<file path="src/rtl/event_arbiter.sv">
// Event arbiter: edge-detects level event lines, timestamps each new event,
// holds one pending event per line and drains them round-robin into a
// single ready/valid output stage. Repeat events on a still-pending line
// are counted as drops.
module event_arbiter #(
  parameter int unsigned p_n_in  = 8,
  parameter int unsigned p_width = 9
) (
  input  logic                      i_clk,
  input  logic                      i_rst_n,
  input  logic [p_n_in:1]           i_event,
  input  logic                      i_evt_ready,
  output logic                      o_evt_valid,
  output logic [$clog2(p_n_in)-1:0] o_evt_addr,
  output logic [p_width-1:0]        o_evt_ts,
  output logic [p_n_in:1]           o_pending,
  output logic [7:0]                o_drop_cnt,
  output logic                      o_busy
);

  localparam int unsigned p_aw       = $clog2(p_n_in);
  localparam logic [7:0]  p_drop_max = 8'hFF;

  // State
  logic [p_n_in-1:0]  event_q,   event_d;
  logic [p_width-1:0] ts_cnt_q,  ts_cnt_d;
  logic [p_n_in-1:0]  pending_q, pending_d;
  logic [p_width-1:0] ts_reg_q [p_n_in];
  logic [p_width-1:0] ts_reg_d [p_n_in];
  logic               valid_q,   valid_d;
  logic [p_aw-1:0]    addr_q,    addr_d;
  logic [p_width-1:0] ts_q,      ts_d;
  logic [p_aw-1:0]    ptr_q,     ptr_d;
  logic [7:0]         drop_q,    drop_d;
  logic               busy_q,    busy_d;

  // Combinational helpers
  logic               found_c;
  logic [p_aw-1:0]    sel_c;
  logic               stage_free_c;
  logic               load_c;
  logic [p_n_in-1:0]  load_vec_c;
  logic [p_n_in-1:0]  rise_c;
  logic [p_n_in-1:0]  set_vec_c;
  logic [p_n_in-1:0]  drop_vec_c;

  // Round-robin search: first pending line starting just after the last grant
  always_comb begin
    found_c = 1'b0;
    sel_c   = '0;
    for (int unsigned off = 1; off <= p_n_in; off++) begin
      if (!found_c && pending_q[p_aw'((32'(ptr_q) + off) % p_n_in)]) begin
        found_c = 1'b1;
        sel_c   = p_aw'((32'(ptr_q) + off) % p_n_in);
      end
    end
  end

  // Edge detect, load decision and capture/drop classification
  always_comb begin
    stage_free_c = !valid_q || i_evt_ready;
    load_c       = stage_free_c && found_c;
    load_vec_c   = load_c ? (p_n_in'(1) << sel_c) : '0;
    rise_c       = i_event & ~event_q;
    // A line being unloaded this edge may accept a fresh capture
    set_vec_c    = rise_c & (~pending_q | load_vec_c);
    drop_vec_c   = rise_c & pending_q & ~load_vec_c;
  end

  // Next-state computation
  always_comb begin
    event_d   = i_event;
    ts_cnt_d  = ts_cnt_q + p_width'(1);
    pending_d = (pending_q & ~load_vec_c) | set_vec_c;
    ts_reg_d  = ts_reg_q;
    drop_d    = drop_q;
    valid_d   = valid_q;
    addr_d    = addr_q;
    ts_d      = ts_q;
    ptr_d     = ptr_q;

    for (int unsigned k = 0; k < p_n_in; k++) begin
      if (set_vec_c[p_aw'(k)]) begin
        ts_reg_d[p_aw'(k)] = ts_cnt_q;
      end
    end

    // Any number of drops in one cycle counts once
    if ((|drop_vec_c) && (drop_q != p_drop_max)) begin
      drop_d = drop_q + 8'd1;
    end

    if (stage_free_c) begin
      valid_d = found_c;
      if (found_c) begin
        addr_d = sel_c;
        ts_d   = ts_reg_q[sel_c];
        ptr_d  = sel_c;
      end
    end

    busy_d = valid_d | (|pending_d);
  end

  // State registers with synchronous active-low reset
  always_ff @(posedge i_clk) begin
    if (!i_rst_n) begin
      event_q   <= '1;
      ts_cnt_q  <= '0;
      pending_q <= '0;
      ts_reg_q  <= '{default: '0};
      valid_q   <= 1'b0;
      addr_q    <= '0;
      ts_q      <= '0;
      ptr_q     <= p_aw'(p_n_in - 1);
      drop_q    <= '0;
      busy_q    <= 1'b0;
    end else begin
      event_q   <= event_d;
      ts_cnt_q  <= ts_cnt_d;
      pending_q <= pending_d;
      ts_reg_q  <= ts_reg_d;
      valid_q   <= valid_d;
      addr_q    <= addr_d;
      ts_q      <= ts_d;
      ptr_q     <= ptr_d;
      drop_q    <= drop_d;
      busy_q    <= busy_d;
    end
  end

  assign o_evt_valid = valid_q;
  assign o_evt_addr  = addr_q;
  assign o_evt_ts    = ts_q;
  assign o_pending   = pending_q;
  assign o_drop_cnt  = drop_q;
  assign o_busy      = busy_q;

endmodule

</file>
<file path="config.mk">
export PLATFORM = sky130hd
export DESIGN_NAME = event_arbiter
export DESIGN_NICKNAME = d
export VERILOG_FILES = /design/src/rtl/event_arbiter.sv
export SDC_FILE = /design/constraint.sdc
export NUM_CORES = 1
export LEC_CHECK = 0
export CAP_MARGIN = 5
export CORE_MARGIN = 3
export CORE_UTILIZATION = 54
export CTS_CLUSTER_DIAMETER = 40
export CTS_CLUSTER_SIZE = 30
export DETAILED_ROUTE_END_ITERATION = 10
export PLACE_DENSITY = 0.79
export SLEW_MARGIN = 10
export SYNTH_ARGS = -nofsm -noshare
export SYNTH_HDL_FRONTEND = slang
export SYNTH_SLANG_ARGS = --single-unit
</file>
<file path="constraint.sdc">
create_clock -name i_clk -period 4.33 [get_ports i_clk]
set_input_delay 0.866 -clock i_clk [delete_from_list [all_inputs] [get_ports i_clk]]
set_output_delay 0.866 -clock i_clk [all_outputs]
set_load 0.02 [all_outputs]
</file>
==> out/summary.txt <==
wire per inst - 18.5 um
Peak Freq - 244 MHz
Overflow after GRT - 0
largest net degree at the start of global routing - 91
Worst Setup End Kind - flip-flop
Synth Area in Compound Gates - 0.143
post-detail-place hpwl - 10,600 um
Synth top area share - 0.381
metal3 WL - 902 um
Peak VDD IR - 0.000538 V
post-DR vias/cell - 6.19
largest family of logic cells by synthesized area - multiplexers
final net count - 751
min-delay worst type - flip-flop to flip-flop
Sink Count - 122
synth unique cells - 67
Post-Synth Adder-Cell Area - 0.00781
simple-gate share of the synthesized area - 0.183
DRC - 0
largest cells by area after synthesis - dfxtp_1 38%, mux2i_1 16%, nor2_1 6.5%
Area growth syn-to-layout - 19.5%
ys async rst share - 0
n_diodes - 0
Routed Antenna Nets - 0
1st-pass router iterations - 7
Initial Util - 0.556
final setup vio count - 0
Num CTS Buffers - 17
Worst setup SP type - flip-flop
Worst Max-Slew Pin Slew - 840 ps
Top FF cell, synth - dfxtp_1
Site Rows - 39
PD cells - 798 mW/mm2
Rel. slew slack - 0.438
die width - 115 um
Worst Skew - 9.07 ps
pre-CTS setup slack - 17.4 ps
hold-fix buffers at CTS - 0
root buf cell - clkbuf_16
hold violation count in the final report - 0
Core ar. - 0.0115 mm2
Vias - 5,511
final core occ - 0.665
TritonCTS clock tree - yes
vias in the first global route - 5,409
Ys Warns - 0
worst-path fanout max - 9
routed length on met1 - 7110 um
WHS - 478 ps
antenna violations before repair - 0
htree depth - 4
Seq/Total Area, Yosys - 0.381
xor and xnor fraction of the mapped netlist area - 0.0135
Routed Wire Length - 16,500 um
non-filler instance count after layout - 891
Synth Register Bits - 122
highest metal used - met4
# IOs - 41
Worst EP arrival - 4430 ps
first-pass GRT wire length - 26,600 um
top cells by count, synth - 122 x dfxtp_1, 111 x nor2_1, 105 x mux2i_1, 37 x nand2_1, 33 x clkbuf_1
Max Slew Vio Count - 0
clk_lat worst skew - 410 ps
Avg Cell Area, Syn - 9.09 um2
placed cells - 859
die footprint - 0.0132 mm2
clk buf depth - 2
global-route usage over all layers - 0.251
final worst slack - 232 ps
GP Congestion - 0.963
number of synthesized flops with an enable pin - 0
DR WL met2 - 8110 um
final period utilization - 0.946
top-count cell post-synth - dfxtp_1
status - complete, no violations
Worst-path clk slew - 50 ps
final critical-path required period - 4100 ps
IO buf count - 40
mux cell area share after synthesis - 0.220
Cell Area, Synth - 0.00641 mm2
worst path required time - 4660 ps
Post-Synthesis Cells - 705
post-synth top area cell - dfxtp_1
layout cells sized above 1 - 0.134
WS Path Type - flip-flop to flip-flop
Leakage - 3.15 nW
Iter 0 DRT Violations - 546
Max Cap Violations - 0
overall die height - 115 um
Mapped Nets - 720
[cell usage in the layout (no fill, tap or decap), types with 3 or more instances in the layout]
cell             synthesis  routed
clkbuf_8                 0       3
mux2_2                  12      12
or3_1                    7       7
clkbuf_1                33       4
clkdlybuf4s50_1          0      40
a31oi_1                  5       5
a21oi_1                 30      30
nand2_1                 37      37
a211oi_1                29      29
bufinv_16                0       5
mux2i_1                105     105
dfxtp_1                122     122
mux2_4                   3       3
buf_4                    3      25
a21o_1                   5       5
ha_1                     4       3
clkbuf_16                0      17
nor2_1                 111     110
nor3_1                   4       3
inv_1                   12      12
nand3_1                 17      17
mux4_2                   7       7
and3_1                   7       7
nand2b_1                14      14
nor2b_1                 13      12
xor2_1                   5       5
o21ai_0                 23      23
a311oi_1                 3       3
nand4_1                  8       8
and2_1                  15      15
[layout make-up]
cell class / count / area [um2]
timing repair buffer: 68 / 639
clock inverter: 7 / 163
multi-input combinational: 514 / 3700
sequential: 122 / 2440
fill: 920 / 3860
tap: 143 / 179
clock buffer: 24 / 482
inverter: 13 / 48.8
[per-stage QoR]
stage	TNS [ps]	power [mW]	area, um2
floorplan	0	3.65	6410
global placement	0	4.35	6950
detailed placement	0	4.39	6950
CTS	0	5.94	7590
global route	-45.1	6.45	7660
finish	0	6.11	7660
[what timing repair did]
| action | in CTS | in global routing |
|---|---|---|
| hold endpoints to repair | 0 | 0 |
| setup buffers | 0 | 1 |
| resized for setup | 1 | 10 |
| pin swaps | 0 | 3 |
| endpoints found under the setup margin | 9 | 63 |
[sequential cells by signal, indices dropped and copies added, names as in the netlist]
register / flops
o_evt_ts: 9
o_evt_addr: 3
ts_cnt_q: 9
o_pending: 8
event_q: 8
o_evt_valid: 1
o_drop_cnt: 8
o_busy: 1
ptr_q: 3
ts_reg_q: 72
[cell families (layout without fill, tap and decap cells)]
| logic type | after synthesis | count (layout) |
|---|---|---|
| and+or+nand+nor | 245 | 245 |
| muxes | 129 | 129 |
| AOI/OAI and AO/OA | 127 | 127 |
| DFF | 122 | 122 |
| buffers and inverters | 69 | 112 |
| xor gates and xnor gates | 9 | 9 |
| adders and majority gates | 4 | 4 |
[critical path, cell delays in order, from the launching register on]
cell and delay, ps:
dfxtp_1 330, inv_1 80, ha_2 470, buf_4 230, mux2i_1 120, mux2_2 340
a221oi_4 400, nor4_4 50, buf_4 170, a221oi_2 410, a211oi_4 100, a31oi_1 410
a22oi_1 180, and4_4 240, or3_1 340, a21oi_1 130
[per-layer routing]
| layer | global-route usage | vias up |
|---|---|---|
| li1 | - | 2574 |
| met1 | 0.313 | 2700 |
| met2 | 0.411 | 201 |
| met3 | 0.0653 | 36 |
| met4 | 0.106 | 0 |
| met5 | 0 | - |
[power breakdown]
part	internal (mW)	total (mW)	leakage, nW	switching, mW
Combinational	1.27	3.29	1.85	2.01
Clock	1.06	1.53	0.311	0.471
Sequential	1.21	1.29	0.991	0.0783
Total	3.54	6.11	3.15	2.56
[final timing paths]
check | cells past startpoint | to | startpoint | slack (ps)
setup / recovery | 15 | o_drop_cnt[3]$_SDFFE_PN0P_ | ptr_q[1]$_SDFFE_PN1N_ | 230
hold / removal | 2 | o_evt_addr[0]$_SDFFE_PN0N_ | o_evt_addr[0]$_SDFFE_PN0N_ | 480
setup reg to reg | 15 | o_drop_cnt[3]$_SDFFE_PN0P_ | ptr_q[1]$_SDFFE_PN1N_ | 230
hold reg to reg | 2 | o_evt_addr[0]$_SDFFE_PN0N_ | o_evt_addr[0]$_SDFFE_PN0N_ | 480
Note: power is estimated with default switching activity, not from simulation.
